## src/rtl/debug_bus_serializer_pkg.sv

```systemverilog
`default_nettype none
// ============================================================================
//  Module  : debug_bus_serializer_pkg
//  Brief   : Shared FSM state encodings and derived-constant helpers for the
//            memory debug bus serializer.
//  Rev     : 1.0  initial release
// ============================================================================
package debug_bus_serializer_pkg;

    typedef enum logic [1:0] {
        ST_IDLE     = 2'd0,
        ST_SEND     = 2'd1,
        ST_CHECKSUM = 2'd2,
        ST_DONE     = 2'd3
    } state_t;

    // Index width that stays legal when only one position exists.
    function automatic int idx_width(input int count);
        return (count > 1) ? $clog2(count) : 1;
    endfunction

    function automatic int bytes_per_slot(input int slot_size, input int byte_size);
        return slot_size / byte_size;
    endfunction

    function automatic int total_bytes(input int addr_size, input int slot_size,
                                       input int byte_size);
        return (2 ** addr_size) * (slot_size / byte_size);
    endfunction

endpackage
`default_nettype wire

```

## src/rtl/debug_bus_serializer_byte_index_counter.sv

```systemverilog
`default_nettype none
// ============================================================================
//  Module  : byte_index_counter
//  Brief   : Slot/byte index pair for the debug bus serializer. The byte index
//            wraps at BYTES_PER_SLOT and carries into the slot index; the slot
//            index spans a power-of-two slot count and wraps naturally.
//  Rev     : 1.0  initial release
// ============================================================================
module byte_index_counter #(
    parameter int SLOT_IDX_W     = 5,
    parameter int BYTE_IDX_W     = 2,
    parameter int BYTES_PER_SLOT = 4
) (
    input  logic                  i_clk,
    input  logic                  i_reset,
    input  logic                  i_clear,
    input  logic                  i_enable,
    output logic [SLOT_IDX_W-1:0] o_slot_idx,
    output logic [BYTE_IDX_W-1:0] o_byte_idx,
    output logic                  o_last
);

    localparam logic [BYTE_IDX_W-1:0] c_LAST_BYTE = BYTE_IDX_W'(BYTES_PER_SLOT - 1);

    logic [SLOT_IDX_W-1:0] r_slot;
    logic [BYTE_IDX_W-1:0] r_byte;
    logic                  w_last_byte;
    logic                  w_last_slot;

    assign w_last_byte = (r_byte == c_LAST_BYTE);
    assign w_last_slot = &r_slot;

    // Advance byte index per enable; carry into the slot index on byte wrap.
    always_ff @(posedge i_clk) begin
        if (i_reset || i_clear) begin
            r_slot <= '0;
            r_byte <= '0;
        end else if (i_enable) begin
            if (w_last_byte) begin
                r_byte <= '0;
                r_slot <= r_slot + 1'b1;
            end else begin
                r_byte <= r_byte + 1'b1;
            end
        end
    end

    assign o_slot_idx = r_slot;
    assign o_byte_idx = r_byte;
    assign o_last     = w_last_slot && w_last_byte;

endmodule
`default_nettype wire

```

## src/rtl/debug_bus_serializer.sv

```systemverilog
`default_nettype none
// ============================================================================
//  Module  : debug_bus_serializer
//  Brief   : Snapshots the flattened memory debug bus on request and streams
//            it out slot 0..N-1, MSB byte first, over a valid/ready handshake.
//            Optional macro DEBUG_SERIALIZER_CHECKSUM_EN appends a running XOR
//            of all data bytes as one final byte.
//  Rev     : 1.0  initial release
// ============================================================================
module debug_bus_serializer
    import debug_bus_serializer_pkg::*;
#(
    parameter int ADDR_SIZE = 5,
    parameter int SLOT_SIZE = 32,
    parameter int BYTE_SIZE = 8
) (
    input  logic                                  i_clk,
    input  logic                                  i_reset,
    input  logic                                  i_start,
    input  logic [(2**ADDR_SIZE)*SLOT_SIZE-1:0]   i_bus_debug,
    output logic [BYTE_SIZE-1:0]                  o_data,
    output logic                                  o_valid,
    input  logic                                  i_ready,
    output logic                                  o_busy,
    output logic                                  o_done
);

    localparam int c_N_SLOTS        = 2 ** ADDR_SIZE;
    localparam int c_BUS_W          = c_N_SLOTS * SLOT_SIZE;
    localparam int c_BYTES_PER_SLOT = bytes_per_slot(SLOT_SIZE, BYTE_SIZE);
    localparam int c_BYTE_IDX_W     = idx_width(c_BYTES_PER_SLOT);
    localparam int c_OFS_W          = idx_width(c_BUS_W);

    state_t                  r_state;
    state_t                  w_next;
    logic [c_BUS_W-1:0]      r_snapshot;
    logic [ADDR_SIZE-1:0]    w_slot_idx;
    logic [c_BYTE_IDX_W-1:0] w_byte_idx;
    logic                    w_last_all;
    logic [c_OFS_W-1:0]      w_bit_hi;
    logic [BYTE_SIZE-1:0]    w_snap_byte;
    logic                    w_cnt_en;
    logic                    w_cnt_clr;
    logic                    w_valid;
    logic                    w_busy;
    logic                    w_done;
    logic [BYTE_SIZE-1:0]    w_data;
`ifdef DEBUG_SERIALIZER_CHECKSUM_EN
    logic [BYTE_SIZE-1:0]    r_xor;
`endif

    byte_index_counter #(
        .SLOT_IDX_W     (ADDR_SIZE),
        .BYTE_IDX_W     (c_BYTE_IDX_W),
        .BYTES_PER_SLOT (c_BYTES_PER_SLOT)
    ) u_index (
        .i_clk      (i_clk),
        .i_reset    (i_reset),
        .i_clear    (w_cnt_clr),
        .i_enable   (w_cnt_en),
        .o_slot_idx (w_slot_idx),
        .o_byte_idx (w_byte_idx),
        .o_last     (w_last_all)
    );

    // Locate the current byte: slot base plus the top bit of the byte, counted from the slot MSB down.
    always_comb begin
        w_bit_hi = c_OFS_W'(w_slot_idx) * c_OFS_W'(SLOT_SIZE)
                 + c_OFS_W'(SLOT_SIZE - 1)
                 - c_OFS_W'(w_byte_idx) * c_OFS_W'(BYTE_SIZE);
    end

    assign w_snap_byte = r_snapshot[w_bit_hi -: BYTE_SIZE];

    // Capture the memory image once per dump so later writes cannot tear the stream.
    always_ff @(posedge i_clk) begin
        if (i_reset) begin
            r_snapshot <= '0;
        end else if (w_cnt_clr) begin
            r_snapshot <= i_bus_debug;
        end
    end

`ifdef DEBUG_SERIALIZER_CHECKSUM_EN
    // Running XOR of every accepted data byte, restarted with each dump.
    always_ff @(posedge i_clk) begin
        if (i_reset || w_cnt_clr) begin
            r_xor <= '0;
        end else if (w_cnt_en) begin
            r_xor <= r_xor ^ w_snap_byte;
        end
    end
`endif

    // FSM state register.
    always_ff @(posedge i_clk) begin
        if (i_reset) begin
            r_state <= ST_IDLE;
        end else begin
            r_state <= w_next;
        end
    end

    // Next-state and Moore outputs; data is forced to zero whenever nothing is offered.
    always_comb begin
        w_next    = r_state;
        w_valid   = 1'b0;
        w_busy    = 1'b1;
        w_done    = 1'b0;
        w_data    = '0;
        w_cnt_en  = 1'b0;
        w_cnt_clr = 1'b0;
        case (r_state)
            ST_IDLE: begin
                w_busy = 1'b0;
                if (i_start) begin
                    w_cnt_clr = 1'b1;
                    w_next    = ST_SEND;
                end
            end
            ST_SEND: begin
                w_valid = 1'b1;
                w_data  = w_snap_byte;
                if (i_ready) begin
                    w_cnt_en = 1'b1;
                    if (w_last_all) begin
`ifdef DEBUG_SERIALIZER_CHECKSUM_EN
                        w_next = ST_CHECKSUM;
`else
                        w_next = ST_DONE;
`endif
                    end
                end
            end
`ifdef DEBUG_SERIALIZER_CHECKSUM_EN
            ST_CHECKSUM: begin
                w_valid = 1'b1;
                w_data  = r_xor;
                if (i_ready) begin
                    w_next = ST_DONE;
                end
            end
`endif
            ST_DONE: begin
                w_done = 1'b1;
                w_next = ST_IDLE;
            end
            default: begin
                w_busy = 1'b0;
                w_next = ST_IDLE;
            end
        endcase
    end

    assign o_data  = w_data;
    assign o_valid = w_valid;
    assign o_busy  = w_busy;
    assign o_done  = w_done;

endmodule
`default_nettype wire
```

## config.mk

```make
export PLATFORM = sky130hd
export DESIGN_NAME = debug_bus_serializer
export DESIGN_NICKNAME = d
export VERILOG_FILES = /design/src/rtl/debug_bus_serializer_pkg.sv /design/src/rtl/debug_bus_serializer_byte_index_counter.sv /design/src/rtl/debug_bus_serializer.sv
export SDC_FILE = /design/constraint.sdc
export NUM_CORES = 2
export LEC_CHECK = 0
export BUFFER_PORTS_ARGS = -buffer_cell sky130_fd_sc_hd__buf_2
export CAP_MARGIN = 20
export CORE_AREA = 2 2 406 408
export DETAILED_ROUTE_END_ITERATION = 10
export DIE_AREA = 0 0 408 410
export GPL_TIMING_DRIVEN = 0
export HOLD_SLACK_MARGIN = 0.06
export PLACE_DENSITY = 0.46
export SLEW_MARGIN = 20
export SYNTH_ARGS = -nofsm -noshare
export SYNTH_HDL_FRONTEND = slang
export SYNTH_SLANG_ARGS = --single-unit
```

## constraint.sdc

```tcl
create_clock -name i_clk -period 2.6 [get_ports i_clk]
set_input_delay 0.26 -clock i_clk [delete_from_list [all_inputs] [get_ports i_clk]]
set_output_delay 0.26 -clock i_clk [all_outputs]
set_load 0.05 [all_outputs]
```

==> metrics.md <==
| Metric | Value |
|---|---|
| Leakage | 26.5 nW |
| Peak supply drop | 0.549 mV |
| Initial Utilization | 0.269 |
| Post-synth cell types | 62 |
| Total wire length | 286000 µm |
| Post-layout util | 0.421 |
| Final Max Slew Viols | 0 |
| Clock group share of total power | 0.410 |
| Slew Limit Headroom | 0.187 |
| Hold Worst Slack | 294 ps |
| Failing checks | setup timing |
| Hold Crit Endpoint | r_snapshot[395]$_SDFFE_PP0P_ |
| Slowest cell on the critical path | a221oi_1 |
| Via-to-Cell Ratio | 5.06 |
| Critical-path cell list | buf_12 > buf_12 > inv_12 > ha_4 > buf_8 > buf_4 > buf_12 > buf_12 > buf_6 > nor2_4 > buf_4 > a221oi_1 > o2111a_1 > o32ai_4 > buf_6 |
| Crit Path Category | reg -> out |
| Final GP Congestion | 0.957 |
| Main synth FF type | dfxtp_1 |
| Commonest non-fill, non-tap cell in the layout | nand2_1 |
| Sequential area share after synthesis | 0.470 |
| Async S/R FF share, synth | 0 |
| R2R Path Start | r_state[1]$_SDFFE_PP0P_ |
| Reg2reg end | r_snapshot[897]$_SDFFE_PP0P_ |
| Power per Cell Area | 585 nW/µm² |
| Switching power | 11.3 mW |
| Width of the die | 408 µm |
| Vias | 50463 |
| Fmax | 222 MHz |
| Total of max-cap violations | 0 |
| Post-Syn Area | 44000 µm² |
| Area leader, netlist | dfxtp_1 |
| Fillers | 16394 |
| CTS tree | yes |
| Startpoint types | flop |
| Internal power | 29.0 mW |
| Hold Crit Class | in -> reg |
| Leading post-synthesis cells by cell area | dfxtp_1 47%, nand2_1 18%, a21oi_1 12%, mux2i_1 6.4%, mux4_2 5.7% |
| Die ar. | 167000 µm² |
| Most frequent cells in the layout | 2090 x nand2_1, 1059 x a21oi_1, 1040 x buf_2 |
| Clock Path Buffers | 3 |
| Critical path peak fanout | 6 |
| Fin crit period | 4510 ps |
| Combinational share of power | 0.161 |
| All-layer global routing usage | 0.329 |
| Global-route wire length before repair | 383000 µm |
| Clock Skew | 28.1 ps |
| Synth-to-Final Area Change | 56.7% |
| Syn Nets | 6458 |
| Yosys warnings | 0 |
| Pre-CTS setup slack | -2630 ps |
| Outcome | finished with violations |
| Num CTS Buffers | 114 |
| Clk_lat worst skew | 760 ps |
| Remaining Overflow, GRT | 0 |
| Final Hold Viols | 0 |
| Total chip power | 40.3 mW |
| RSZ-0062 raised after global routing | yes |
| WP data required | 2340 ps |
| Critical path's most frequent cell | buf_12 |
| Post-route ant nets | 0 |
| Clock Tree Root | clkbuf_16 |
| Slowest stage delay, CP | 900 ps |
| Area share of the largest cell type after synthesis | 0.470 |
| First-pass detailed-route iteration total | 6 |
| Port Buffers | 1037 |
| Largest net degree at the start of global routing | 17 |
| Vias in the first global route | 50035 |
| Sequential power share | 0.429 |
| Layout cells sized above 1 | 0.218 |
| Worst-Margin Slew | 1220 ps |
| Worst-path clk slew | 60 ps |
| Reg-to-reg slack, setup | 20 ps |
| Reg2reg path depth | 7 |
| Clk sinks | 1033 |
| EDFF count, synth | 0 |
| Initial antenna violation count | 16 |
| Hold wc startpoint | i_bus_debug[395] |
| Worst hold path cell count | 4 |
| Final nets | 8713 |
| # H-tree levels | 3 |
| Critical Path Sink Type | output pin |
| Routed length per instance | 28.7 µm |
| Cells after synthesis | 5422 |
| DP Wirelength | 216000 µm |
| # setup viols final | 8 |
| Ports | 1039 |
| Mean Syn Cell Area | 8.11 µm² |
| 1st-iter DRT viols | 4093 |
| Synth Register Bits | 1033 |
| Final period util | 1.73 |
| Rows | 149 |
| Crit path DAT | 4250 ps |
| Core box area | 163000 µm² |
| Drt drc | 0 |
| Setup WS post-layout | -1910 ps |
| Switching share of power | 0.281 |
| Die Ht | 410 µm |
==> registers in the layout (all words and copies together), names as in the netlist <==
register	count
r_snapshot	1024
u_index.o_byte_idx	2
r_state	2
u_index.o_slot_idx	5
==> synthesized netlist by cell type, types with 3 or more instances <==
master,count
o22ai_1,51
mux2_2,16
a31oi_1,6
buf_1,33
nor2_1,27
xnor2_1,4
buf_4,44
buf_6,17
nor2b_1,8
a221oi_1,21
nand4_1,5
a21oi_1,1073
nor4_1,5
dfxtp_1,1033
nand2_1,2094
mux2i_1,283
buf_2,31
and2_1,5
a22oi_1,55
nand3_1,35
mux4_2,112
o21ai_0,16
clkbuf_1,327
a211oi_1,7
o211ai_1,11
ha_1,8
nand2b_1,8
and3_1,3
nor3_1,14
o221ai_1,16
inv_1,4
o32ai_1,9
==> cell type report <==
class,instances,area [µm²],share of cell area
clock inverters,33,392,0.00568
flip-flops and latches,1033,20700,0.300
clock buffers,174,3380,0.0491
inverters,4,27.5,0.000399
repair buffers,2143,16400,0.238
multi-input cells,3933,22300,0.324
well taps,2189,2740,0.0397
diodes,9,22.5,0.000327
plain buffers,448,2980,0.0432
==> logic make-up after synthesis <==
| group | after synthesis | share of synthesized area |
|---|---|---|
| AOI/OAI and AO/OA | 1282 | 0.157 |
| xor gates and xnor gates | 5 | 0.000996 |
| adders and majority gates | 8 | 0.00228 |
| buffers and inverters | 456 | 0.0465 |
| DFF | 1033 | 0.470 |
| muxes | 413 | 0.127 |
| and+or+nand+nor | 2225 | 0.195 |
==> metal layers <==
metal  global-route usage  part of all wire  vias to the layer above  wire length [µm]
met2                0.536              0.46                     2390            131000
li1                     -                 -                    22901                 -
met1                0.415              0.42                    24553            119000
met5                    0          0.000045                        -                13
met4                0.186             0.063                        2             18000
met3               0.0477             0.061                      617             17500
==> critical path, delay by kind of cell, from the launching register on <==
kind | cells | cell delay, ps
fa+ha+maj | 1 | 260
compound gates | 3 | 1610
simple gates | 1 | 30
buf+inv | 10 | 1200
flops | 1 | 360
==> repair_timing <==
action	4_1_cts	5_1_grt
hold endpoints to repair	1027	0
resized for setup	393	68
pin swaps	32	33
setup buffers	52	24
hold buffers	1026	0
cloned	1	1
setup endpoints to repair	829	190
==> how the worst max path moves through the flow <==
stage / cells past startpoint / from / endpoint / slack [ps]
final: 15 / u_index.o_slot_idx[1]$_SDFFE_PP0P_ / o_data[6] / -1910
after detailed placement: 13 / u_index.o_slot_idx[1]$_SDFFE_PP0P_ / o_data[7] / -2630
after global placement: 10 / u_index.o_byte_idx[1]$_SDFFE_PP0P_ / o_data[4] / -3060
after floorplan: 12 / u_index.o_slot_idx[1]$_SDFFE_PP0P_ / o_data[0] / -230
after global routing: 13 / u_index.o_slot_idx[1]$_SDFFE_PP0P_ / o_data[4] / -2000
after CTS: 14 / u_index.o_slot_idx[1]$_SDFFE_PP0P_ / o_data[4] / -1930
==> power groups by stage <==
stage	sequential [mW]	combinational (mW)	clock (mW)
finish	17.3	6.50	16.5
global route	17.3	6.84	17.4
CTS	17.3	6.36	16.7
detailed placement	17.6	4.97	0
global placement	17.6	4.94	0
floorplan	17.4	2.38	0
==> metrics by stage <==
stage / std cells / cell area (µm²) / setup TNS, ps
global placement: 8648 / 52100 / -754090
detailed placement: 8651 / 52200 / -391560
finish: 9966 / 68900 / -14090
CTS: 9934 / 68400 / -13500
floorplan: 5422 / 44200 / -1040
global route: 9960 / 68900 / -14500
Power figures use the tool's default switching activity.
